### src/rtl/mipi_csi_rx_pkg.sv
// Shared types and constants for the CSI-2 receive lane deskew path.
package mipi_csi_rx_pkg;

  typedef enum logic [1:0] {
    IDLE,
    ALIGN,
    LOCK,
    ERR
  } state_t;

  localparam logic [7:0] SYNC_BYTE       = 8'hB8;
  localparam int         ALIGN_DEPTH_DEF = 4;
  localparam int         OFF_W_DEF       = $clog2(ALIGN_DEPTH_DEF);

  // Offset width for a given skew window; never narrower than one bit.
  function automatic int off_width(input int depth);
    return (depth > 1) ? $clog2(depth) : OFF_W_DEF - OFF_W_DEF + 1;
  endfunction

endpackage

### src/rtl/mipi_lane_delay_line.sv
// Per-lane {valid, data} shift register with a runtime tap; tap 0 is the undelayed input.
module mipi_lane_delay_line #(
  parameter int DATA_W = 8,
  parameter int STAGES = 4,
  parameter int TAP_W  = 2
) (
  input  logic              clk_i,
  input  logic              reset_i,
  input  logic              vld_i,
  input  logic [DATA_W-1:0] data_i,
  input  logic [TAP_W-1:0]  tap_i,
  output logic              vld_o,
  output logic [DATA_W-1:0] data_o
);

  logic [DATA_W:0] line_p [1:STAGES-1];

  always_ff @(posedge clk_i or posedge reset_i) begin
    if (reset_i) begin
      for (int k = 1; k < STAGES; k++) line_p[k] <= '0;
    end else begin
      line_p[1] <= {vld_i, data_i};
      for (int k = 2; k < STAGES; k++) line_p[k] <= line_p[k-1];
    end
  end

  always_comb begin
    {vld_o, data_o} = {vld_i, data_i};
    for (int k = 1; k < STAGES; k++) begin
      if (tap_i == TAP_W'(k)) {vld_o, data_o} = line_p[k];
    end
  end

endmodule

### src/rtl/mipi_csi_rx_lane_align.sv
// Deskews CSI-2 byte lanes so all lanes leave together under one valid.
// Define MIPI_ALIGN_ZERO_DATA_EN to force lane_byte_o to zero while lane_valid_o is low.
module mipi_csi_rx_lane_align
  import mipi_csi_rx_pkg::*;
#(
  parameter int MIPI_GEAR   = 8,
  parameter int MIPI_LANES  = 2,
  parameter int ALIGN_DEPTH = ALIGN_DEPTH_DEF
) (
  input  logic                            clk_i,
  input  logic                            reset_i,
  input  logic [MIPI_LANES-1:0]           bytes_valid_i,
  input  logic [MIPI_GEAR*MIPI_LANES-1:0] byte_i,
  output logic                            lane_valid_o,
  output logic [MIPI_GEAR*MIPI_LANES-1:0] lane_byte_o
);

  localparam int W     = MIPI_GEAR * MIPI_LANES;
  localparam int OFF_W = off_width(ALIGN_DEPTH);
  localparam int CNT_W = $clog2(ALIGN_DEPTH + 1);
  localparam logic [CNT_W-1:0] CNT_MAX = CNT_W'(ALIGN_DEPTH);

  state_t                state;
  logic [CNT_W-1:0]      cnt;
  logic [MIPI_LANES-1:0] seen;
  logic [OFF_W-1:0]      off     [MIPI_LANES];
  logic [OFF_W-1:0]      tap_q   [MIPI_LANES];
  logic [OFF_W-1:0]      off_c   [MIPI_LANES];
  logic [OFF_W-1:0]      tap_c   [MIPI_LANES];
  logic [OFF_W-1:0]      tap_sel [MIPI_LANES];
  logic [OFF_W-1:0]      max_off;
  logic [MIPI_LANES-1:0] seen_c;
  logic                  lock_now;
  logic                  take_p0;
  logic [MIPI_LANES-1:0] vld_p0;
  logic [W-1:0]          data_p0;
  logic                  vld_p1;
  logic [W-1:0]          data_p1;

  // Taps are resolved combinationally so the lock cycle already emits aligned data.
  always_comb begin
    seen_c  = seen | bytes_valid_i;
    max_off = '0;
    for (int n = 0; n < MIPI_LANES; n++) begin
      off_c[n] = seen[n] ? off[n] : ((state == IDLE) ? '0 : cnt[OFF_W-1:0]);
      if (off_c[n] > max_off) max_off = off_c[n];
    end
    for (int n = 0; n < MIPI_LANES; n++) begin
      tap_c[n]   = max_off - off_c[n];
      tap_sel[n] = (state == LOCK) ? tap_q[n] : tap_c[n];
    end
    lock_now = (&seen_c) && ((state == IDLE) || ((state == ALIGN) && (cnt < CNT_MAX)));
    take_p0  = (state == LOCK) || lock_now;
  end

  for (genvar n = 0; n < MIPI_LANES; n++) begin : g_lane
    mipi_lane_delay_line #(
      .DATA_W(MIPI_GEAR),
      .STAGES(ALIGN_DEPTH),
      .TAP_W (OFF_W)
    ) u_dly (
      .clk_i  (clk_i),
      .reset_i(reset_i),
      .vld_i  (bytes_valid_i[n]),
      .data_i (byte_i[n*MIPI_GEAR +: MIPI_GEAR]),
      .tap_i  (tap_sel[n]),
      .vld_o  (vld_p0[n]),
      .data_o (data_p0[n*MIPI_GEAR +: MIPI_GEAR])
    );
  end

  always_ff @(posedge clk_i or posedge reset_i) begin
    if (reset_i) begin
      state <= IDLE;
      cnt   <= '0;
      seen  <= '0;
      for (int n = 0; n < MIPI_LANES; n++) begin
        off[n]   <= '0;
        tap_q[n] <= '0;
      end
    end else begin
      case (state)
        IDLE, ALIGN: begin
          if (lock_now) begin
            state <= LOCK;
            for (int n = 0; n < MIPI_LANES; n++) tap_q[n] <= tap_c[n];
          end else if (state == ALIGN && cnt == CNT_MAX) begin
            state <= ERR;
          end else if (state == ALIGN || (|bytes_valid_i)) begin
            state <= ALIGN;
            cnt   <= cnt + CNT_W'(1);
            seen  <= seen_c;
            for (int n = 0; n < MIPI_LANES; n++) off[n] <= off_c[n];
          end
        end
        LOCK, ERR: begin
          // Offsets clear on the way out so every packet re-measures its skew.
          if (bytes_valid_i == '0 && (state == ERR || vld_p0 == '0)) begin
            state <= IDLE;
            cnt   <= '0;
            seen  <= '0;
            for (int n = 0; n < MIPI_LANES; n++) begin
              off[n]   <= '0;
              tap_q[n] <= '0;
            end
          end
        end
        default: state <= IDLE;
      endcase
    end
  end

  // Stage p0 -> p1: output register.
  always_ff @(posedge clk_i or posedge reset_i) begin
    if (reset_i) begin
      vld_p1  <= 1'b0;
      data_p1 <= '0;
    end else if (take_p0) begin
      vld_p1 <= &vld_p0;
`ifdef MIPI_ALIGN_ZERO_DATA_EN
      data_p1 <= (&vld_p0) ? data_p0 : '0;
`else
      data_p1 <= data_p0;
`endif
    end else begin
      vld_p1 <= 1'b0;
`ifdef MIPI_ALIGN_ZERO_DATA_EN
      data_p1 <= '0;
`endif
    end
  end

  assign lane_valid_o = vld_p1;
  assign lane_byte_o  = data_p1;

endmodule

### config.mk
export PLATFORM = sky130hd
export DESIGN_NAME = mipi_csi_rx_lane_align
export DESIGN_NICKNAME = d
export VERILOG_FILES = /design/src/rtl/mipi_csi_rx_pkg.sv /design/src/rtl/mipi_lane_delay_line.sv /design/src/rtl/mipi_csi_rx_lane_align.sv
export SDC_FILE = /design/constraint.sdc
export NUM_CORES = 1
export LEC_CHECK = 0
export ABC_AREA = 1
export BUFFER_PORTS_ARGS = -buffer_cell sky130_fd_sc_hd__buf_2
export CAP_MARGIN = 25
export CORE_AREA = 8 8 86 88
export DETAILED_ROUTE_END_ITERATION = 10
export DIE_AREA = 0 0 94 96
export PLACE_DENSITY = 0.83
export SYNTH_ARGS = -nofsm -noshare
export SYNTH_HDL_FRONTEND = slang
export SYNTH_SLANG_ARGS = --single-unit
export TNS_END_PERCENT = 50
### constraint.sdc
create_clock -name clk_i -period 5.02 [get_ports clk_i]
set_input_delay 0.251 -clock clk_i [delete_from_list [all_inputs] [get_ports clk_i]]
set_output_delay 0.251 -clock clk_i [all_outputs]
set_load 0.01 [all_outputs]
==> flow_metrics.py, run 1 <==
metrics = {
    "clock_network": {
        "ctsLongestPathBuffers": 2,
        "cts-resized-gates": 0,
        "clk_latency_ns": 0.35,
        "cts.sinks": 86,
        "htree_levels": 3,
        "numCtsBuffers": 9,
        "post_cts_buffers": 0,
        "path_clk_slew_ns": 0.09,
        "cts_tree": "done",
        "cts_root_buffer": "clkbuf_8",
        "hold_buffers": 4,
    },
    "grt": {
        "grt_max_degree": 87,
        "overflow": 0,
        "grt_pass1_wl_mm": 13.0,
        "grt_pass1_vias": 2862,
        "track_usage": 0.182,
        "antenna_found_initial": 0,
    },
    "yosys": {
        "netlist-cell-type-count": 26,
        "synthTopCellsByCount": "nand2_1 (97), dfrtp_1 (86), o21ai_0 (34)",
        "synth_nets": 426,
        "ys_async_sr_fraction": 1.00,
        "synth_edf_count": 0,
        "ys_ff_latch": 86,
        "syn-cell-area_um2": 3730,
        "synthCells": 400,
        "yosys-top-cells-area": "dfrtp_1 (58%), nand2_1 (9.8%), o21ai_0 (4.6%)",
        "synth_area_leader_cell": "dfrtp_1",
        "netlist.area_leader.share": 0.576,
        "avgSynthCellArea_um2": 9.33,
        "yosysWarnings": 0,
        "seq_area_frac_synth": 0.576,
        "synth_ff_type": "dfrtp_1",
        "yosysMostFrequentCell": "nand2_1",
    },
    "timing": {
        "maxSlewHeadroom": 0.614,
        "fin_skew_ns": 0.0109,
        "worst_pin_slew_ns": 0.578,
        "rsz0062_at_grt": "false",
        "final.min_clock_period_ns": 3.38,
        "tns_ns": 0,
        "finalHoldViolCount": 0,
        "fmax_mhz": 296,
        "min_period_over_period": 0.674,
        "finalSetupViolCount": 0,
        "slew_viol_final": 0,
    },
    "cells_and_area": {
        "fillers": 445,
        "final_nets": 475,
        "multiInputGateArea_um2": 1400,
        "regArea_um2": 2150,
        "area_delta_synth_final_pct": 15.5,
        "drive_gt1_frac": 0.214,
        "n_antenna_cell": 0,
        "fin_util": 0.708,
    },
    "placed_design": {
        "numPortBuffers": 36,
        "finalWeightedCongestion": 0.845,
        "post-dp-hpwl_mm": 5.20,
    },
    "power": {
        "p_total_mw": 2.36,
        "p_per_area_nw_per_um2": 547,
        "vdd_ir_drop_max_mv": 0.328,
        "leakagePower_nw": 2.12,
    },
    "detailed_routing": {
        "vias": 2909,
        "ant_nets": 0,
        "routed_wl_mm": 7.93,
        "drt_iter0_drc": 150,
        "via_per_inst": 5.48,
        "wl_per_cell_um": 14.9,
        "drc": 0,
        "dr.pass1.iters": 5,
    },
    "setup_path": {
        "critPathArrivalTime_ns": 3.62,
        "worst-setup-path-type": "flop to flop",
        "crit_fanout": 17,
        "setup.worst_path.start_class": "flop",
        "critical_path.endpoint_type": "flop",
        "cp.required_ns": 5.26,
    },
    "floorplanning": {
        "num_io_pins": 37,
        "die_w_um": 94,
        "core_um2": 6100,
        "start_util": 0.612,
        "die-area_um2": 9020,
        "rows": 29,
        "die_h_um": 96,
    },
    "flow_run": {
        "maxCapViolCount": 0,
    },
    "run_status": {
        "status": "completed",
    },
    "min_path": {
        "hp-class": "input pin to flop",
    },
}
-- kinds of logic (layout without fill, tap and decap cells) --
logic type / count (synthesis) / count (layout) / synth area share
AND/OR/NAND/NOR: 200 / 200 / 0.260
AO/OA/AOI/OAI: 64 / 64 / 0.0932
adder cells (fa/ha/maj): 6 / 6 / 0.0201
flip-flops: 86 / 86 / 0.576
buffers and inverters: 44 / 98 / 0.0499
-- cell type report --
type | instances | share of cell area
well taps | 77 | 0.0223
flip-flops and latches | 86 | 0.499
multi-input cells | 270 | 0.324
inverters | 34 | 0.0299
repair buffers | 48 | 0.0725
clock buffers | 9 | 0.0287
clock inverters | 7 | 0.0238
-- cell usage in the layout, fill, tap and decap left out, drive strengths merged, types with 3 or more instances in the layout --
cell,Yosys,final
nand2,115,115
dfrtp,86,86
o21ai,53,53
buf,5,39
inv,34,36
nand3,34,34
nor2,33,33
nand4,13,13
clkbuf,5,9
dlygate4sd3,0,9
o31ai,8,8
ha,6,6
or2,4,4
a21oi,3,3
clkinv,0,3
-- path summary, 6_finish.rpt --
path	depth (start not counted)	from	end	slack [ns]
min	1	byte_i[2]	g_lane[0].u_dly.line_p[20]	0.02
max	23	state[1]	off[1]	1.64
min reg2reg	0	g_lane[1].u_dly.line_p[12]	g_lane[1].u_dly.line_p[3]	0.37
min in group asynchronous	4	reset_i	lane_byte_o[0]	0.51
max in group asynchronous	5	reset_i	seen[0]	3.90
max reg2reg	23	state[1]	off[1]	1.64
-- per-layer routing --
layer | wire, um | global-route usage | part of all wire | vias to the layer above
met4 | 111 | 0.0674 | 0.014 | 0
met3 | 422 | 0.0445 | 0.053 | 13
li1 | - | - | - | 1412
met1 | 3500 | 0.227 | 0.44 | 1404
met5 | 0 | 0 | 0 | -
met2 | 3890 | 0.303 | 0.49 | 80
-- report_power, final --
group	internal [mW]	total, mW	leakage (nW)	switching (mW)
combinational	0.305	0.922	0.963	0.617
sequential	0.814	0.893	1.04	0.0789
clock	0.287	0.546	0.116	0.259
-- state kept, by name, summed over array words and instances (netlist names) --
name and cells:
lane_byte_o 16, off 4, state 2, tap_q 4, cnt 3, lane_valid_o 1
seen 2, g_lane.u_dly.line_p 54
-- critical path, stage by stage (launching register included) --
cell and delay (ns):
dfrtp_1 0.60, inv_2 0.17, nand2_4 0.12, nand3_1 0.07
nand2_1 0.10, inv_1 0.09, ha_1 0.30, nor2_1 0.06
o21ai_2 0.21, inv_1 0.11, nand3_2 0.10, inv_1 0.04
nand2_1 0.08, nand3_2 0.12, nand2_2 0.10, nand2_2 0.20
nand3_1 0.15, nand2_1 0.08, nand2_2 0.08, nand2_2 0.06
nand2_4 0.15, nand3_4 0.14, nand2_1 0.09, nand2_1 0.05
-- metrics by stage --
step / hold WS [ns] / cell area [um^2] / setup slack [ns] / instances
2_1_floorplan: 0.282 / 3730 / 2.45 / 400
3_3_place_gp: 0.350 / 3970 / 1.82 / 505
3_5_place_dp: 0.355 / 3970 / 1.72 / 505
4_1_cts: 0.000965 / 4240 / 1.68 / 525
5_1_grt: 0.00153 / 4310 / 1.28 / 531
6_report: 0.0167 / 4310 / 1.64 / 531
No activity file was read; power rests on OpenSTA's default activity.
==> inputs of run 2 (changes only) <==
--- a/config.mk
+++ b/config.mk
@@ -5,13 +5,13 @@
 export SDC_FILE = /design/constraint.sdc
 export NUM_CORES = 1
 export LEC_CHECK = 0
-export ABC_AREA = 1
+export ABC_AREA = 0
 export BUFFER_PORTS_ARGS = -buffer_cell sky130_fd_sc_hd__buf_2
 export CAP_MARGIN = 25
-export CORE_AREA = 8 8 86 88
+export CORE_AREA = 8 8 94 96
 export DETAILED_ROUTE_END_ITERATION = 10
-export DIE_AREA = 0 0 94 96
-export PLACE_DENSITY = 0.83
+export DIE_AREA = 0 0 102 104
+export PLACE_DENSITY = 0.73
 export SYNTH_ARGS = -nofsm -noshare
 export SYNTH_HDL_FRONTEND = slang
 export SYNTH_SLANG_ARGS = --single-unit
==> constraint.sdc (replaced) <==
create_clock -name clk_i -period 3.1 [get_ports clk_i]
set_input_delay 0.155 -clock clk_i [delete_from_list [all_inputs] [get_ports clk_i]]
set_output_delay 0.155 -clock clk_i [all_outputs]
set_load 0.01 [all_outputs]
==> run 2 against run 1 <==
Die area up 18%; largest power group unchanged; power grew 140%; hold slack better by 0.0038 ns; worst setup slack worse by 1.5 ns.
==> flow_metrics.py, run 2 <==
metrics = {
    "yosys": {
        "synth_edf_count": 0,
        "seq_area_frac_synth": 0.574,
        "yosysMostFrequentCell": "dfrtp_1",
        "synthCells": 326,
        "ys_ff_latch": 86,
        "syn-cell-area_um2": 3750,
        "ys_async_sr_fraction": 1.00,
        "yosys-top-cells-area": "dfrtp_1 (57%), mux2i_1 (7.2%), mux2_2 (4.8%)",
        "synth_area_leader_cell": "dfrtp_1",
        "netlist-cell-type-count": 45,
        "synthTopCellsByCount": "dfrtp_1 (86), nand2_1 (28), mux2i_1 (27)",
        "synth_ff_type": "dfrtp_1",
        "netlist.area_leader.share": 0.574,
        "avgSynthCellArea_um2": 11.5,
        "synth_nets": 352,
        "yosysWarnings": 0,
    },
    "power": {
        "p_per_area_nw_per_um2": 1220,
        "leakagePower_nw": 2.06,
        "vdd_ir_drop_max_mv": 0.682,
        "p_total_mw": 5.65,
    },
    "clock_network": {
        "ctsLongestPathBuffers": 2,
        "path_clk_slew_ns": 0.09,
        "clk_latency_ns": 0.36,
        "cts.sinks": 86,
        "cts_tree": "done",
        "htree_levels": 3,
        "cts_root_buffer": "clkbuf_8",
        "numCtsBuffers": 9,
    },
    "detailed_routing": {
        "highest_layer": "met4",
        "dr.pass1.iters": 4,
        "ant_nets": 0,
        "drt_iter0_drc": 146,
        "drc": 0,
        "routed_wl_mm": 8.14,
        "via_per_inst": 5.42,
        "wl_per_cell_um": 16.0,
        "met2_length_mm": 3.94,
        "vias": 2759,
        "route.met3.wl_um": 414,
        "wl_met1_mm": 3.68,
    },
    "placed_design": {
        "numPortBuffers": 36,
        "dp.cells": 464,
        "finalWeightedCongestion": 0.846,
        "post-dp-hpwl_mm": 5.24,
    },
    "grt": {
        "grt_pass1_wl_mm": 13.5,
        "grt_pass1_vias": 2804,
        "antenna_found_initial": 0,
        "grt_max_degree": 46,
        "track_usage": 0.159,
        "overflow": 0,
    },
    "timing": {
        "maxSlewHeadroom": 0.286,
        "tns_ns": 0,
        "worst_pin_slew_ns": 1.05,
        "finalSetupViolCount": 0,
        "fin_skew_ns": 0.0114,
        "final.min_clock_period_ns": 2.95,
        "slew_viol_final": 0,
        "min_period_over_period": 0.951,
        "fmax_mhz": 339,
        "finalHoldViolCount": 0,
    },
    "setup_path": {
        "crit_fanout": 9,
        "critPathArrivalTime_ns": 3.18,
        "cp.required_ns": 3.33,
        "worst-setup-path-type": "flop to flop",
        "critical_path.endpoint_type": "flop",
        "setup.worst_path.start_class": "flop",
    },
    "floorplanning": {
        "rows": 32,
        "start_util": 0.503,
        "num_io_pins": 37,
        "die_h_um": 104,
        "core_um2": 7450,
        "die_w_um": 102,
        "die-area_um2": 10600,
    },
    "cells_and_area": {
        "drive_gt1_frac": 0.268,
        "n_antenna_cell": 0,
        "area_delta_synth_final_pct": 23.6,
        "fin_util": 0.622,
        "largest_register_ffs": 54,
        "final_cells": 509,
        "top_register": "g_lane.u_dly.line_p",
        "final_nets": 428,
        "mostFrequentLayoutCell": "dfrtp_1",
        "mostFrequentLayoutCells": "dfrtp_1 (86), buf_2 (36), nand2_1 (28)",
    },
    "flow_run": {
        "maxCapViolCount": 0,
    },
    "min_path": {
        "hp-class": "input pin to flop",
    },
    "run_status": {
        "status": "completed",
    },
}
==> run 2: where the power goes <==
group | internal (mW) | switching [mW]
registers | 1.35 | 0.153
logic | 1.58 | 1.77
clock network | 0.383 | 0.419
total | 3.31 | 2.34
==> run 2: worst paths after layout <==
path | from | endpoint | slack, ns | cells past startpoint
setup / recovery | state[0] | lane_byte_o[14] | 0.15 | 11
hold reg to reg | g_lane[0].u_dly.line_p[25] | g_lane[0].u_dly.line_p[16] | 0.37 | 0
min in group asynchronous | reset_i | lane_byte_o[0] | 0.45 | 3
max in group asynchronous | reset_i | cnt[2] | 1.88 | 4
hold / removal | bytes_valid_i[0] | g_lane[0].u_dly.line_p[26] | 0.02 | 1
setup reg to reg | state[0] | lane_byte_o[14] | 0.15 | 11
==> run 2: layout make-up <==
type | instances | area (um^2)
Clock buffer | 9 | 124
Clock inverter | 7 | 80.1
Fill cell | 605 | 2820
Inverter | 7 | 27.5
Multi-Input combinational cell | 214 | 1490
Sequential cell | 86 | 2150
Tap cell | 102 | 128
Timing Repair Buffer | 84 | 636
==> run 2: layer usage <==
metal,track usage,up-vias
met5,0,-
met4,0.0619,0
met3,0.0455,12
met2,0.248,68
met1,0.203,1352
li1,-,1327
==> run 2: cell families (layout without fill, tap and decap cells) <==
logic type,Yosys count,after routing,share of synthesized area
and+or+nand+nor,68,68,0.0794
adders and majority gates,6,6,0.0200
AOI/OAI and AO/OA,92,92,0.157
xor gates and xnor gates,4,4,0.00935
DFF,86,86,0.574
buffers and inverters,26,107,0.0340
muxes,44,44,0.126
==> run 2: timing repair <==
item / 4_1_cts / 5_1_grt
setup buffers: 0 / 10
setup endpoints to repair: 0 / 8
hold endpoints to repair: 59 / 1
resized for setup: 0 / 4
hold buffers: 17 / 1
==> run 2: through the flow <==
stage | setup WS [ns] | area (um^2) | hold slack (ns)
3_3_place_gp | 0.207 | 4120 | 0.276
4_1_cts | 0.132 | 4490 | 0.00000130
3_5_place_dp | 0.146 | 4120 | 0.278
6_report | 0.151 | 4630 | 0.0205
5_1_grt | -0.00713 | 4630 | 0.00123
2_1_floorplan | 0.0373 | 3760 | 0.186
==> run 2: worst max-delay path: stages (launching register included) <==
cell	delay [ns]
dfrtp_1	0.42
o21ai_2	0.16
nor2_1	0.06
a21oi_2	0.18
ha_1	0.28
o22a_1	0.26
or4_4	0.46
a31oi_4	0.30
buf_12	0.18
mux2_2	0.34
o22ai_1	0.12
a31oi_1	0.06
